[src/rtl/double_mult_feeder_if.sv]
// rtl/double_mult_feeder_if.sv - operand stream, multiplier bus and result stream of the double multiplier feeder
interface double_mult_feeder_if #(
    parameter int DEPTH = 4
);
    logic                     in_valid;
    logic                     in_ready;
    logic [63:0]              in_a;
    logic [63:0]              in_b;
    logic [63:0]              mult_dataa;
    logic [63:0]              mult_datab;
    logic                     mult_start;
    logic                     mult_reset;
    logic                     mult_data_ready;
    logic [63:0]              mult_result;
    logic [3:0]               mult_flags;
    logic                     out_valid;
    logic                     out_ready;
    logic [63:0]              out_result;
    logic [3:0]               out_flags;
    logic                     busy;
    logic                     timeout_err;
    logic [$clog2(DEPTH):0]   fifo_count;

    modport slave (
        input  in_valid, in_a, in_b, mult_data_ready, mult_result, mult_flags, out_ready,
        output in_ready, mult_dataa, mult_datab, mult_start, mult_reset,
               out_valid, out_result, out_flags, busy, timeout_err, fifo_count
    );

    modport master (
        output in_valid, in_a, in_b, mult_data_ready, mult_result, mult_flags, out_ready,
        input  in_ready, mult_dataa, mult_datab, mult_start, mult_reset,
               out_valid, out_result, out_flags, busy, timeout_err, fifo_count
    );
endinterface

[src/rtl/double_mult_feeder.sv]
// rtl/double_mult_feeder.sv - operand FIFO, issue FSM, watchdog and result register for the double multiplier
module double_mult_feeder #(
    parameter int DEPTH   = 4,
    parameter int TIMEOUT = 32
) (
    input  logic                 clk,
    input  logic                 reset,
    double_mult_feeder_if.slave  bus
);
    localparam int AW = $clog2(DEPTH);
    localparam int CW = AW + 1;
    localparam int TW = $clog2(TIMEOUT);

    typedef enum logic [1:0] {S_IDLE, S_ISSUE, S_WAIT, S_CLEAR} state_t;

    state_t          state, state_next;
    logic [63:0]     mem_a [DEPTH];
    logic [63:0]     mem_b [DEPTH];
    logic [AW-1:0]   wr_ptr, rd_ptr;
    logic [CW-1:0]   count, count_next;
    logic [TW-1:0]   wd_cnt;
    logic            push, pop, capture, abort, wd_clr, wd_inc;

    assign push = bus.in_valid & bus.in_ready;
    assign bus.fifo_count = count;
    // The only combinational output: the multiplier must re-arm during reset itself.
    assign bus.mult_reset = (state == S_CLEAR) | reset;

    always_comb begin
        state_next = state;
        pop        = 1'b0;
        capture    = 1'b0;
        abort      = 1'b0;
        wd_clr     = 1'b0;
        wd_inc     = 1'b0;
        case (state)
            S_IDLE: begin
                if (count != '0) begin
                    pop        = 1'b1;
                    wd_clr     = 1'b1;
                    state_next = S_ISSUE;
                end
            end
            S_ISSUE: state_next = S_WAIT;
            S_WAIT: begin
                // A ready product with a blocked slot freezes the watchdog.
                if (bus.mult_data_ready) begin
                    if (!bus.out_valid || bus.out_ready) begin
                        capture    = 1'b1;
                        state_next = S_CLEAR;
                    end
                end else if (wd_cnt == TW'(TIMEOUT - 1)) begin
                    abort      = 1'b1;
                    state_next = S_CLEAR;
                end else begin
                    wd_inc = 1'b1;
                end
            end
            S_CLEAR: state_next = S_IDLE;
            default: state_next = S_IDLE;
        endcase
    end

    always_comb begin
        case ({push, pop})
            2'b10:   count_next = count + 1'b1;
            2'b01:   count_next = count - 1'b1;
            default: count_next = count;
        endcase
    end

    always_ff @(posedge clk) begin
        if (push) begin
            mem_a[wr_ptr] <= bus.in_a;
            mem_b[wr_ptr] <= bus.in_b;
        end
    end

    always_ff @(posedge clk or posedge reset) begin
        if (reset) begin
            state           <= S_IDLE;
            wr_ptr          <= '0;
            rd_ptr          <= '0;
            count           <= '0;
            wd_cnt          <= '0;
            bus.in_ready    <= 1'b1;
            bus.busy        <= 1'b0;
            bus.mult_start  <= 1'b0;
            bus.mult_dataa  <= '0;
            bus.mult_datab  <= '0;
            bus.timeout_err <= 1'b0;
            bus.out_valid   <= 1'b0;
            bus.out_result  <= '0;
            bus.out_flags   <= '0;
        end else begin
            state           <= state_next;
            count           <= count_next;
            bus.in_ready    <= (count_next != CW'(DEPTH));
            bus.busy        <= (state_next != S_IDLE) || (count_next != '0);
            bus.mult_start  <= (state_next == S_ISSUE);
            bus.timeout_err <= abort;
            if (push) wr_ptr <= wr_ptr + 1'b1;
            if (pop) begin
                bus.mult_dataa <= mem_a[rd_ptr];
                bus.mult_datab <= mem_b[rd_ptr];
                rd_ptr         <= rd_ptr + 1'b1;
            end
            if (wd_clr)      wd_cnt <= '0;
            else if (wd_inc) wd_cnt <= wd_cnt + 1'b1;
            if (capture) begin
                bus.out_valid  <= 1'b1;
                bus.out_result <= bus.mult_result;
                bus.out_flags  <= bus.mult_flags;
            end else if (bus.out_valid && bus.out_ready) begin
                bus.out_valid <= 1'b0;
            end
        end
    end
endmodule

[src/flat_wrapper.sv]
// flat-port wrapper written by rule: the top's interface ports become plain ports
module double_mult_feeder_flat 
#(
    parameter int DEPTH   = 4,
    parameter int TIMEOUT = 32
)
  (clk, reset, bus_in_valid, bus_in_a, bus_in_b, bus_mult_data_ready, bus_mult_result, bus_mult_flags, bus_out_ready, bus_in_ready, bus_mult_dataa, bus_mult_datab, bus_mult_start, bus_mult_reset, bus_out_valid, bus_out_result, bus_out_flags, bus_busy, bus_timeout_err, bus_fifo_count);
  double_mult_feeder_if #(.DEPTH(DEPTH)) bus_i ();
  input  logic clk;
  input  logic reset;
  input wire logic [$bits(bus_i.in_valid)-1:0] bus_in_valid;
  input wire logic [$bits(bus_i.in_a)-1:0] bus_in_a;
  input wire logic [$bits(bus_i.in_b)-1:0] bus_in_b;
  input wire logic [$bits(bus_i.mult_data_ready)-1:0] bus_mult_data_ready;
  input wire logic [$bits(bus_i.mult_result)-1:0] bus_mult_result;
  input wire logic [$bits(bus_i.mult_flags)-1:0] bus_mult_flags;
  input wire logic [$bits(bus_i.out_ready)-1:0] bus_out_ready;
  output wire logic [$bits(bus_i.in_ready)-1:0] bus_in_ready;
  output wire logic [$bits(bus_i.mult_dataa)-1:0] bus_mult_dataa;
  output wire logic [$bits(bus_i.mult_datab)-1:0] bus_mult_datab;
  output wire logic [$bits(bus_i.mult_start)-1:0] bus_mult_start;
  output wire logic [$bits(bus_i.mult_reset)-1:0] bus_mult_reset;
  output wire logic [$bits(bus_i.out_valid)-1:0] bus_out_valid;
  output wire logic [$bits(bus_i.out_result)-1:0] bus_out_result;
  output wire logic [$bits(bus_i.out_flags)-1:0] bus_out_flags;
  output wire logic [$bits(bus_i.busy)-1:0] bus_busy;
  output wire logic [$bits(bus_i.timeout_err)-1:0] bus_timeout_err;
  output wire logic [$bits(bus_i.fifo_count)-1:0] bus_fifo_count;
  assign bus_i.in_valid = bus_in_valid;
  assign bus_i.in_a = bus_in_a;
  assign bus_i.in_b = bus_in_b;
  assign bus_i.mult_data_ready = bus_mult_data_ready;
  assign bus_i.mult_result = bus_mult_result;
  assign bus_i.mult_flags = bus_mult_flags;
  assign bus_i.out_ready = bus_out_ready;
  assign bus_in_ready = bus_i.in_ready;
  assign bus_mult_dataa = bus_i.mult_dataa;
  assign bus_mult_datab = bus_i.mult_datab;
  assign bus_mult_start = bus_i.mult_start;
  assign bus_mult_reset = bus_i.mult_reset;
  assign bus_out_valid = bus_i.out_valid;
  assign bus_out_result = bus_i.out_result;
  assign bus_out_flags = bus_i.out_flags;
  assign bus_busy = bus_i.busy;
  assign bus_timeout_err = bus_i.timeout_err;
  assign bus_fifo_count = bus_i.fifo_count;
  double_mult_feeder #(.DEPTH(DEPTH), .TIMEOUT(TIMEOUT)) u_core (.clk(clk), .reset(reset), .bus(bus_i));
endmodule
[config.mk]
export PLATFORM = sky130hd
export DESIGN_NAME = double_mult_feeder_flat
export DESIGN_NICKNAME = d
export VERILOG_FILES = /design/src/rtl/double_mult_feeder_if.sv /design/src/rtl/double_mult_feeder.sv /design/src/flat_wrapper.sv
export SDC_FILE = /design/constraint.sdc
export NUM_CORES = 1
export LEC_CHECK = 0
export ABC_CLOCK_PERIOD_IN_PS = 6250
export BUFFER_PORTS_ARGS = -buffer_cell sky130_fd_sc_hd__clkbuf_2
export CORE_MARGIN = 1.5
export CORE_UTILIZATION = 50
export CTS_CLUSTER_SIZE = 16
export DETAILED_ROUTE_END_ITERATION = 12
export PLACE_DENSITY = 0.78
export SLEW_MARGIN = 40
export SYNTH_ARGS = -nofsm -noshare
export SYNTH_HDL_FRONTEND = slang
export SYNTH_SLANG_ARGS = --single-unit
[constraint.sdc]
create_clock -name clk -period 6.25 [get_ports clk]
set_input_delay 0.3125 -clock clk [delete_from_list [all_inputs] [get_ports clk]]
set_output_delay 0.3125 -clock clk [all_outputs]
set_load 0.01 [all_outputs]
======== Yosys cells after proc, flatten, opt, wreduce, memory -nomap -nowiden ========
Memories as Yosys holds them, arrays and structs flattened. A register that Yosys moved wholly into a read port is not among the register bits.
Cells that the tools add are included.
operators by class
  muxes and demuxes ....................... 23
  bitwise logic cells ..................... 2
  equal/unequal tests ..................... 8
  reductions and logical operators ........ 10
  add/sub/neg operators ................... 5
operator list
  operator                                                                count
  1-bit two-way mux                                                       15
  5-bit two-way mux                                                       2
  2-bit two-way mux                                                       4
  2-bit case mux with 4 select lines                                      1
  2-bit by 1-bit equality test with 1-bit output (second input constant)  3
  2-bit equality test (second input constant)                             3
  3-bit case mux with 2 select lines                                      1
  2-bit nonzero test                                                      3
  3-bit nonzero test                                                      2
  5-bit by 1-bit adder with 5-bit output (second input constant)          1
  5-bit equality test (second input constant)                             1
  2-bit by 1-bit adder with 2-bit output (second input constant)          2
  3-bit by 1-bit adder with 3-bit output (second input constant)          1
  3-bit inequality test (second input constant)                           1
  3-bit by 1-bit subtractor with 3-bit output (second input constant)     1
  2-bit zero test                                                         1
  1-bit logical OR                                                        2
  1-bit bitwise AND                                                       1
  1-bit logical AND                                                       1
  1-bit zero test                                                         1
  1-bit OR                                                                1
word-level totals
  bits in registers ....................... 87
  memories kept ........................... 2
  output and inout bits ................... 205
  memory bits (writable) .................. 512
  input port bits ......................... 201
  logic and storage cells ................. 62
memories
  name          words  bits a word  rd ports  clocked after memory_dff  wr ports  line                      text
  u_core.mem_a  4      64           1         1                         1         double_mult_feeder.sv:17  logic [63:0] mem_a [DEPTH];
  u_core.mem_b  4      64           1         1                         1         double_mult_feeder.sv:18  logic [63:0] mem_b [DEPTH];

======== Longest topological paths before layout ========
Gate-level depths: netlist of run 1.
  word-level depth ........................ 7
  gate-level depth with buffers ........... 10
  gate-level depth less buffers ........... 8

======== Least setup slack after synthesis of run 1 ========
OpenSTA, ideal clock, no wires.
  kind .................................... input-to-output
  from .................................... in reset
  to ...................................... out bus_mult_reset
  data arrival time ....................... 5303 ps
  stages .................................. 2
  required time ........................... 5938 ps
  slack ................................... 634 ps
  path through ............................ inv_1 -> nand2_1
between the ends
  longest elaborated chain between the ends .. 1
RTL lines
  element          line                      text
  start, declared  flat_wrapper.sv:10        input logic reset;
  1-bit OR         double_mult_feeder.sv:27  assign bus.mult_reset = (state == S_CLEAR) | reset;
  end, declared    flat_wrapper.sv:22        output wire logic [$bits(bus_i.mult_reset)-1:0] bus_mult_reset;
No other way between the ends.

======== Final worst setup path of run 1 ========
  from .................................... reg u_core.count[1], in the netlist u_core.bus.fifo_count[1]
  to ...................................... reg u_core.bus.busy
between the ends
  longest elaborated chain between the ends .. 7
  elaborated cells on any way between the ends .. 13
  classes of those cells .................. add/sub: 2; eq/ne: 2; mux: 5; reduce/logical: 4
RTL lines
  element                                                                                line                         text
  start, declared                                                                        double_mult_feeder.sv:20     logic [CW-1:0] count, count_next;
  start signal, assigned                                                                 double_mult_feeder.sv:97     count <= count_next;
  3-bit nonzero test                                                                     double_mult_feeder.sv:38     if (count != '0) begin
  1-bit two-way mux                                                                      double_mult_feeder.sv:38
  1-bit two-way mux                                                                      double_mult_feeder.sv:36     case (state)
  2-bit by 1-bit equality test with 1-bit output or 2-bit equality test (tied branches)  double_mult_feeder.sv:65     case ({push, pop})
  3-bit case mux with 2 select lines (*)                                                 double_mult_feeder.sv:65
  net u_core.count_next[1]                                                               double_mult_feeder.sv:20
  3-bit nonzero test (*)                                                                 double_mult_feeder.sv:99     bus.busy <= (state_next != S_IDLE) || (count_next != '0);
  1-bit logical OR (*)                                                                   double_mult_feeder.sv:99
  end signal, assigned                                                                   double_mult_feeder.sv:99
  end, declared                                                                          double_mult_feeder_if.sv:27  out_valid, out_result, out_flags, busy, timeout_err, fifo_count
The timed path passes the listed nets; every way through them passes the cells marked *.
A chain may end at the register's enable or synchronous reset.

==> results of run 1 <==
critical path: stages, from the launching register on:
cell and delay, ps:
dfrtp_1 420, nor3_1 310, nor3_2 110, ha_1 230, fa_1 440, mux2_2 300
or3_1 350, or4_1 400
repair_timing:
action | 4_1_cts | 5_1_grt
hold buffers | 197 | 0
hold endpoints to repair | 687 | 0
setup endpoints to repair | 0 | 0
cells in the mapped netlist:
library cell / instances
nand2_1: 7
dfstp_2: 1
nor3_1: 3
or3_1: 2
fa_1: 1
clkbuf_1: 4
ha_1: 7
nor2b_1: 1
mux2i_1: 2
clkbuf_2: 1
or4_1: 1
and3b_1: 1
and3_1: 5
buf_4: 7
inv_1: 5
mux4_2: 128
o21ai_0: 1
xnor2_1: 5
buf_1: 9
a21oi_2: 1
xor2_1: 5
nor4b_2: 1
buf_2: 19
dfrtp_1: 214
buf_6: 11
nor2_1: 7
edfxtp_1: 512
nand4_1: 1
mux2_2: 198
power breakdown:
| group | internal, mW | switching [mW] |
|---|---|---|
| Sequential | 6.61 | 0.677 |
| Clock | 2.38 | 1.72 |
| Combinational | 2.49 | 2.39 |
how the worst max path moves through the flow:
| stage | startpoint | endpoint | slack, ps | depth (start not counted) |
|---|---|---|---|---|
| 2_1_floorplan | reset | u_core.bus.busy | 40 | 1 |
| 3_3_place_gp | u_core.rd_ptr[0] | u_core.bus.mult_dataa[50] | 3450 | 3 |
| 3_5_place_dp | u_core.bus.fifo_count[1] | u_core.bus.busy | 3590 | 7 |
| 4_1_cts | u_core.bus.fifo_count[1] | u_core.bus.busy | 3570 | 7 |
| 5_1_grt | u_core.bus.fifo_count[1] | u_core.bus.busy | 3400 | 7 |
| 6_report | u_core.bus.fifo_count[1] | u_core.bus.busy | 3540 | 7 |
final cells by class:
| type | count | area share, % |
|---|---|---|
| well taps | 688 | 2.552 |
| inverters | 5 | 0.09273 |
| diodes | 4 | 0.02967 |
| repair buffers | 622 | 12.67 |
| clock buffers | 110 | 6.376 |
| flip-flops and latches | 727 | 61.56 |
| multi-input cells | 377 | 16.39 |
| clock inverters | 23 | 0.3264 |
layer usage:
layer	global-route usage, %	vias up	share of wire, %
met5	0	-	0.041
met4	7.792	4	2.6
met3	4.956	109	6.3
met2	37.17	427	53
met1	24.79	7198	38
li1	-	5978	-
through the flow:
step / instance area [sq um] / util [%] / std cells / hold slack, ps / power (mW)
detailed placement: 29470 / 56.08 / 2222 / 494.1 / 12.16
global route: 33730 / 64.18 / 2555 / 10.39 / 17.06
CTS: 33700 / 64.14 / 2552 / 2.068 / 16.39
finish: 33730 / 64.19 / 2556 / 47.13 / 16.26
floorplan: 26600 / - / 1160 / 411.4 / 10.50
global placement: 29360 / 55.86 / 2217 / 487.8 / 11.91
flip-flops by register name (all words and copies together), names as in the netlist, 2 cells and up:
signal,count
u_core.mem_a,256
u_core.state,2
u_core.bus.mult_datab,64
u_core.bus.mult_dataa,64
u_core.rd_ptr,2
u_core.wd_cnt,5
u_core.bus.fifo_count,3
u_core.bus.out_result,64
u_core.wr_ptr,2
u_core.mem_b,256
u_core.bus.out_flags,4
kinds of logic (layout without fill, tap and decap cells):
kind of cell | Yosys count | after routing | synth area share [%]
compound gates | 2 | 2 | 0.05174
xor+xnor | 10 | 10 | 0.3293
fa+ha+maj | 8 | 8 | 0.4046
buf+inv | 56 | 760 | 1.294
flops | 727 | 727 | 78.04
mux | 328 | 328 | 19.30
other cells | 0 | 4 | 0
simple gates | 29 | 29 | 0.5834
==> run metrics, run 1 <==
status completed; Fillers 3393; final hold vios 0; die width approximately 230 um; pwr/cell area roughly 480 nW/um^2; Placer Congestion 0.7310; first-pass GRT wire length roughly 86000 um; Total Neg Setup Slack 0 ps; post-synth cell types 29; highest clock rate 369.3 MHz; Max Cap Viol 0; syn avg cell area between 20 and 25 sq um; pre-CTS setup slack 3587 ps; element type at the critical path start flop; Layout area overhead 26.82%; Layout Nets 2016; number of clock buffers inserted by TritonCTS between 70 and 80; routed vias/inst approximately 5.4; Slew Viols, Final 0; post-DP HPWL 31470 um; Starting Density around half; Port Buffers 405; worst r2r src u_core.bus.fifo_count[1]; fraction of layout cells with a size suffix above 1 46.08%; Worst Path Arrival roughly 3200 ps; worst-margin pin slew 708.1 ps; reg2reg end u_core.bus.busy; Hold Path Depth 2; final wirelength 56420 um; commonest non-fill, non-tap cell in the layout edfxtp_1; Wirelength per Cell roughly 22 um; Clock Skews 18.63 ps; Detailed Route Iter0 Violations 662; final setup vio count 0; Reg area 20760 sq um; peak supply drop 0.2949 mV; postcts setup bufs 0; Crit Path Category reg2reg; root buf cell clkbuf_16; relative slew slack a little over half; hold_sp bus_mult_result[26]; initial antenna violation count 5; clk buf depth 3; DR pass1 iterations 5; largest area contributor in the netlist edfxtp_1; Final period util 43.33%; clock sink count 727; CTS clk-pin slew, worst paths 60 ps; synth warn 0; unrepaired setup endpoints after global routing false; static leakage power 12.75 nW; Synth top area share 57.81%; Hold Crit Endpoint u_core.bus.out_result[26]; area of the multi-input gates about 5500 sq um; DRC Markers 0; Post-Syn Nets 1369; Worst Path Required between 6000 and 7000 ps; Synth area leaders edfxtp_1 (58%), dfrtp_1 (20%), mux4_2 (11%); worst-skew pair later-pin latency 600 ps; min-delay worst type in2reg; Seq cells post-synth 727; All-Layer GR Usage 20.96%; post-route ant nets 0; most frequent cells in the layout edfxtp_1 (512), clkbuf_2 (405), dfrtp_1 (212); crit path setup slack, layout around 3500 ps; CORE AREA 52550 sq um; GRT overflow 0; FF-to-FF path depth 7; CTS tree yes; reg2reg setup slack 3540 ps; Cells after Synth 1160; Ports 406; synthesized area roughly 27000 sq um; sequential share of the synthesized area 78.04%; crit path time final 2708 ps; CP Max Fanout 4; Die ar. 54590 sq um; largest net degree at the start of global routing 112; CTS resizes 0; row count 84; number of global-route vias before repair 15210; Worst setup EP type flop; via count 13720; Die H roughly 230 um; H-tree levels 3
(Power assumes the default switching activity.)
==> inputs of run 2 (changes only) <==
Settings changed: ABC_AREA from default to 1, ABC_CLOCK_PERIOD_IN_PS 6250 to 2600, PLACE_DENSITY 0.78 to 0.75.
Clock period 6.25 ns to 2.6 ns, I/O delays scaled along.
==> run 2 against run 1 <==
Worst setup slack lost 3200 ps. Critical path depth down 1. Die area rose by 5.5%. Final area grew 4.2%. Via count increased by 46%. Synthesized area rose by 5.6%. Total power grew to 2.6 times the previous value. Final cell count grew 50%. Wire length up 28%. Combinational power increased to 2.9 times the previous value. Clock skew rose by 4.8 ps. Synthesized cell count increased by 110%.
==> run metrics, run 2 <==
fraction of layout cells with a size suffix above 1 18.29% (-28 points); peak supply drop 0.9026 mV (+210%); root buf cell clkbuf_16; syn avg cell area 11.51 sq um (-50%); sequential share of the synthesized area 73.89% (-4.2 points); Port Buffers 405 (unchanged); largest area contributor in the netlist edfxtp_1; CORE AREA 55310 sq um (+5.2%); All-Layer GR Usage 24.79% (+3.8 points); CP Max Fanout 58 (+54); highest clock rate 451.2 MHz (+22%); ys flop type edfxtp_1; synth warn 0 (unchanged); status completed; Die H 240.0 um (+2.7%); H-tree levels 3 (unchanged); first-pass GRT wire length 109400 um (+28%); largest net degree at the start of global routing 166 (+48%); CTS tree yes; Placer Congestion 0.8536 (+17%); most frequent cells in the layout nand2_1 (608), nor2_1 (516), edfxtp_1 (512); via count 19990 (+46%); area of the multi-input gates 6156 sq um (+11%); relative slew slack 37.57% (-15 points); Post-Syn Nets 2649 (+93%); Wirelength per Cell 18.81 um (-15%); Max Cap Viol 0 (unchanged); Power, Total 41.56 mW (+160%); pwr/cell area 1182 nW/um^2 (+150%); WHS 283.4 ps (+236.2 ps); commonest non-fill, non-tap cell in the layout nand2_1; Cells after Synth 2440 (+110%); number of global-route vias before repair 20000 (+32%); Slew Viols, Final 0 (unchanged); number of clock buffers inserted by TritonCTS 73 (-1.4%); Worst setup EP type flop; Largest regs u_core.mem_a: 256 flops, u_core.mem_b: 256 flops; Ports 406 (unchanged); unrepaired setup endpoints after global routing false; Worst Path Arrival 2660 ps (-520 ps); element type at the critical path start flop; Seq cells post-synth 727 (unchanged); crit path time final 2216 ps (-491.5 ps); GRT overflow 0 (unchanged); initial antenna violation count 15 (+10); most numerous cell in the Yosys netlist nand2_1; EDFF count, synth 512 (unchanged); Crit Path Category reg2reg; Final period util 85.25% (+42 points); static leakage power 15.07 nW (+18%); synthesized area 28090 sq um (+5.6%); routed vias/inst 5.206 (-3.0%); die width 240.0 um (+2.7%); Die ar. 57610 sq um (+5.5%); Synth area leaders edfxtp_1 (55%), dfrtp_1 (19%), nand2_1 (8.2%); list of most frequent post-synthesis cells nand2_1 (610), nor2_1 (520), edfxtp_1 (512); Layout area overhead 25.14%; post-DP HPWL 36690 um (+17%); final setup vio count 0 (unchanged); Clock Skews 23.45 ps (+4.817 ps); min-delay worst type in2reg; CTS clk-pin slew, worst paths 70 ps (about the same); Starting Density 50.79% (+0.18 points); Worst Path Required 3040 ps (-3680 ps); postcts setup bufs 0 (unchanged); final wirelength 72200 um (+28%); DRC Markers 0 (unchanged); clk buf depth 3 (unchanged); worst-skew pair later-pin latency 610 ps (about the same); Reg area 20760 sq um (unchanged); post-route ant nets 0 (unchanged); Detailed Route Iter0 Violations 1607 (+140%); Synth top area share 54.73% (-3.1 points); row count 86 (+2.4%); DR pass1 iterations 6 (+1); worst-margin pin slew 936.4 ps (+228.3 ps); final hold vios 0 (unchanged); ys async rst share 29.57% (unchanged); Layout Nets 3229 (+60%); Fillers 4009 (+18%); post-synth cell types 24 (-17%); clock sink count 727 (unchanged)
## run 2: changes by cell type after synthesis, moves of 6 or more
| cell | delta |
|---|---|
| mux4_2 | -128 |
| buf_1 | -8 |
| inv_1 | +88 |
| clkbuf_1 | +10 |
| mux2_2 | -198 |
| inv_2 | +6 |
| o21ai_0 | +188 |
| nor2_1 | +513 |
| buf_6 | +23 |
| o21ai_1 | +138 |
| buf_2 | +51 |
| nand3_1 | +8 |
| nand2_1 | +603 |
## run 2: through the flow
step           cells  util (%)  TNS, ps  instance area [sq um]  setup slack, ps
3_3_place_gp    3492     55.59        0                  30740            540.6
6_report        3839     63.56        0                  35150            383.5
5_1_grt         3836     63.55        0                  35150            299.6
2_1_floorplan   2440         -  -284460                  28130            -1164
4_1_cts         3826     63.46        0                  35100            430.5
3_5_place_dp    3492     55.59        0                  30740            456.1
## run 2: report_power, final
group / internal [mW] / switching, mW
Clock: 5.95 / 4.43
Sequential: 15.8 / 1.44
Combinational: 4.53 / 9.45
Total: 26.2 / 15.3
## run 2: layout make-up
cell class	count	share of cell area [%]
clock buffers	102	5.709
inverters	100	1.107
multi-input cells	1484	17.51
well taps	748	2.662
flip-flops and latches	727	59.07
clock inverters	32	0.9752
repair buffers	634	12.88
diodes	12	0.08542
## run 2: cells by family after synthesis
group | count (synthesis) | synth area share, %
compound gates | 329 | 5.861
xor+xnor | 3 | 0.09355
fa+ha+maj | 8 | 0.3830
buf+inv | 229 | 4.387
flops | 727 | 73.89
simple gates | 1144 | 15.39
## run 2: critical path, stage by stage, from the launching register on
cell and delay [ps]:
dfrtp_1 390, inv_2 60, nand2_1 80, inv_2 90
nand3_4 440, buf_4 420, o21ai_0 550
## run 2: final timing paths
| check | start | to | slack, ps | depth (start not counted) |
|---|---|---|---|---|
| min | bus_in_b[22] | u_core.mem_b[1][22] | 280 | 2 |
| max in group asynchronous | reset | u_core.rd_ptr[1] | 1710 | 4 |
| min in group asynchronous | reset | u_core.bus.mult_datab[56] | 370 | 4 |
| max | u_core.state[0] | u_core.bus.out_result[47] | 380 | 6 |
| min reg2reg | u_core.bus.mult_dataa[57] | u_core.bus.mult_dataa[57] | 480 | 2 |
| max reg2reg | u_core.state[0] | u_core.bus.out_result[47] | 380 | 6 |
## run 2: routing by layer
| metal | wire [um] | track usage (%) |
|---|---|---|
| met1 | 27940 | 30.15 |
| met2 | 35870 | 42.31 |
| met4 | 2310 | 10.27 |
| met3 | 6028 | 6.062 |
| met5 | 52 | 0 |
## run 2: what timing repair did
action | 4_1_cts | 5_1_grt
endpoints found under the hold margin | 804 | 0
hold buffers | 200 | 0
resized for setup | 0 | 0
==> inputs of run 3 (changes only) <==
Settings changed: PLACE_DENSITY 0.75 to 0.79, SKIP_LAST_GASP from default to 1.
==> run 3 against run 2 <==
Critical endpoint is now u_core.bus.out_result[12]. Sequential power about the same. Hold slack got worse by 220 ps. First-iteration DRC count increased by 1.9%. Via count increased by 0.61%. Wire length increased by 0.68%. Sequential share of layout area decreased by 0.24 points. Total power increased by 0.75%. Highest routed layer unchanged. Flip-flop and latch count unchanged. Critical path depth unchanged. Register-to-register slack improved by 40 ps.
==> run metrics, run 3 (synthesis results as in run 2) <==
DR pass1 iterations 5 (-1); Max Cap Viol 0 (unchanged); fraction of layout cells with a size suffix above 1 18.43% (+0.14 points); Slew Viols, Final 0 (unchanged); number of global-route vias before repair 20550 (+2.7%); Crit Path Category reg2reg; largest net degree at the start of global routing 138 (-17%); postcts setup bufs 0 (unchanged); peak supply drop 0.8352 mV (-7.5%); final setup vio count 0 (unchanged); status completed; Placer Congestion 0.8712 (+2.1%); post-route ant nets 0 (unchanged); Layout area overhead 25.65%; Starting Density 50.79% (unchanged); commonest non-fill, non-tap cell in the layout nand2_1; via count 20110 (+0.61%); Critical Path Most Common Cell inv_2; Ports 406 (unchanged); slowest CP cell nand3_4; worst-margin pin slew 764.2 ps (-172.2 ps); crit path time final 2174 ps (-42.64 ps); GRT overflow 0 (unchanged); worst-skew pair later-pin latency 610 ps (about the same); Worst setup EP type flop; routed vias/inst 5.232 (+0.50%); min-delay worst type in2async; clock sink count 727 (unchanged); Worst Path Required 3030 ps (about the same); Wirelength per Cell 18.92 um (+0.58%); CP cell instances inv_2 -> nand2_1 -> inv_2 -> nand3_4 -> buf_12 -> o21ai_1; relative slew slack 49.05% (+11 points); static leakage power 15.12 nW (+0.38%); CTS tree yes; DRC Markers 0 (unchanged); family with the most delay on the worst path simple AND/OR/NAND/NOR gates; element type at the critical path start flop; CTS clk-pin slew, worst paths 60 ps (about the same); post-DP HPWL 37250 um (+1.5%); die width 240.0 um (unchanged); Detailed Route Iter0 Violations 1638 (+1.9%); Largest regs u_core.mem_a: 256 flops, u_core.mem_b: 256 flops; most frequent cells in the layout nand2_1 (608), nor2_1 (516), edfxtp_1 (512); placed cells 3492 (unchanged); pwr/cell area 1186 nW/um^2 (+0.34%); CORE AREA 55310 sq um (unchanged); Worst Path Arrival 2610 ps (-50 ps); Die H 240.0 um (unchanged); row count 86 (unchanged); initial antenna violation count 15 (unchanged); CTS Hold Bufs 200 (unchanged); All-Layer GR Usage 25.11% (+0.33 points); Final period util 83.61% (-1.6 points); fin cells 3843 (+0.10%); Layout Nets 3230 (+0.031%); CP peak stage delay 500 ps (-50 ps); root buf cell clkbuf_16; Clock Skews 32.83 ps (+9.378 ps); CTS resizes 0 (unchanged); highest clock rate 460.0 MHz (+2.0%); Die ar. 57610 sq um (unchanged); final wirelength 72690 um (+0.68%); H-tree levels 3 (unchanged); number of clock buffers inserted by TritonCTS 75 (+2.7%); first-pass GRT wire length 110800 um (+1.3%); Port Buffers 405 (unchanged); unrepaired setup endpoints after global routing false; Power, Total 41.87 mW (+0.75%); Layout Utilization 63.82% (+0.26 points); clk buf depth 3 (unchanged); CP Max Fanout 65 (+12%); final hold vios 0 (unchanged); Critical path buffers and inverters 3 (unchanged)
==> run 3: cell type report <==
cell class                      count  area, sq um
Antenna cell                       13        32.53
Fill cell                        3950        20010
Sequential cell                   727        20760
Multi-Input combinational cell   1484         6156
Clock buffer                       97         2063
Clock inverter                     41        417.9
Tap cell                          748        935.9
Timing Repair Buffer              633         4539
Inverter                          100        389.1
==> run 3: metal layers <==
metal | global-route usage [%] | wire length, um | part of all wire (%)
met4 | 12.14 | 2518 | 3.5
met1 | 29.21 | 27090 | 37
met3 | 6.487 | 6077 | 8.4
met5 | 0 | 34 | 0.047
met2 | 43.28 | 36970 | 51
==> run 3: per-stage QoR <==
step           setup TNS, ps  worst slack, ps  instance area, sq um  hold slack [ps]
2_1_floorplan        -284460            -1164                 28130            228.9
6_report                   0            426.2                 35300            59.88
5_1_grt                    0            229.5                 35300            46.42
4_1_cts                    0            419.2                 35270            46.58
3_5_place_dp               0            432.8                 30780            100.7
3_3_place_gp               0            518.2                 30780            101.8
==> run 3: where the power goes <==
part | total [mW] | internal [mW] | switching [mW]
clock | 10.7 | 6.26 | 4.46
sequential | 17.2 | 15.8 | 1.41
combinational | 14.0 | 4.51 | 9.48
==> run 3: final timing paths <==
kind                                                from                   endpoint  slack (ps)  cells past startpoint
max in group asynchronous                          reset  u_core.bus.out_result[61]        1470                      5
worst max-delay path                     u_core.state[0]  u_core.bus.out_result[12]         430                      6
min in group clk                             bus_in_a[0]         u_core.mem_a[2][0]         280                      2
worst min-delay path                               reset  u_core.bus.mult_datab[51]          60                      3
worst max register to register           u_core.state[0]  u_core.bus.out_result[12]         430                      6
worst min register to register  u_core.bus.mult_dataa[3]   u_core.bus.mult_dataa[3]         480                      2
==> run 3: tightest hold or removal path, cell delays in order <==
cell and delay, ps:
dlygate4sd3_1 550, clkbuf_2 130, clkinvlp_4 220
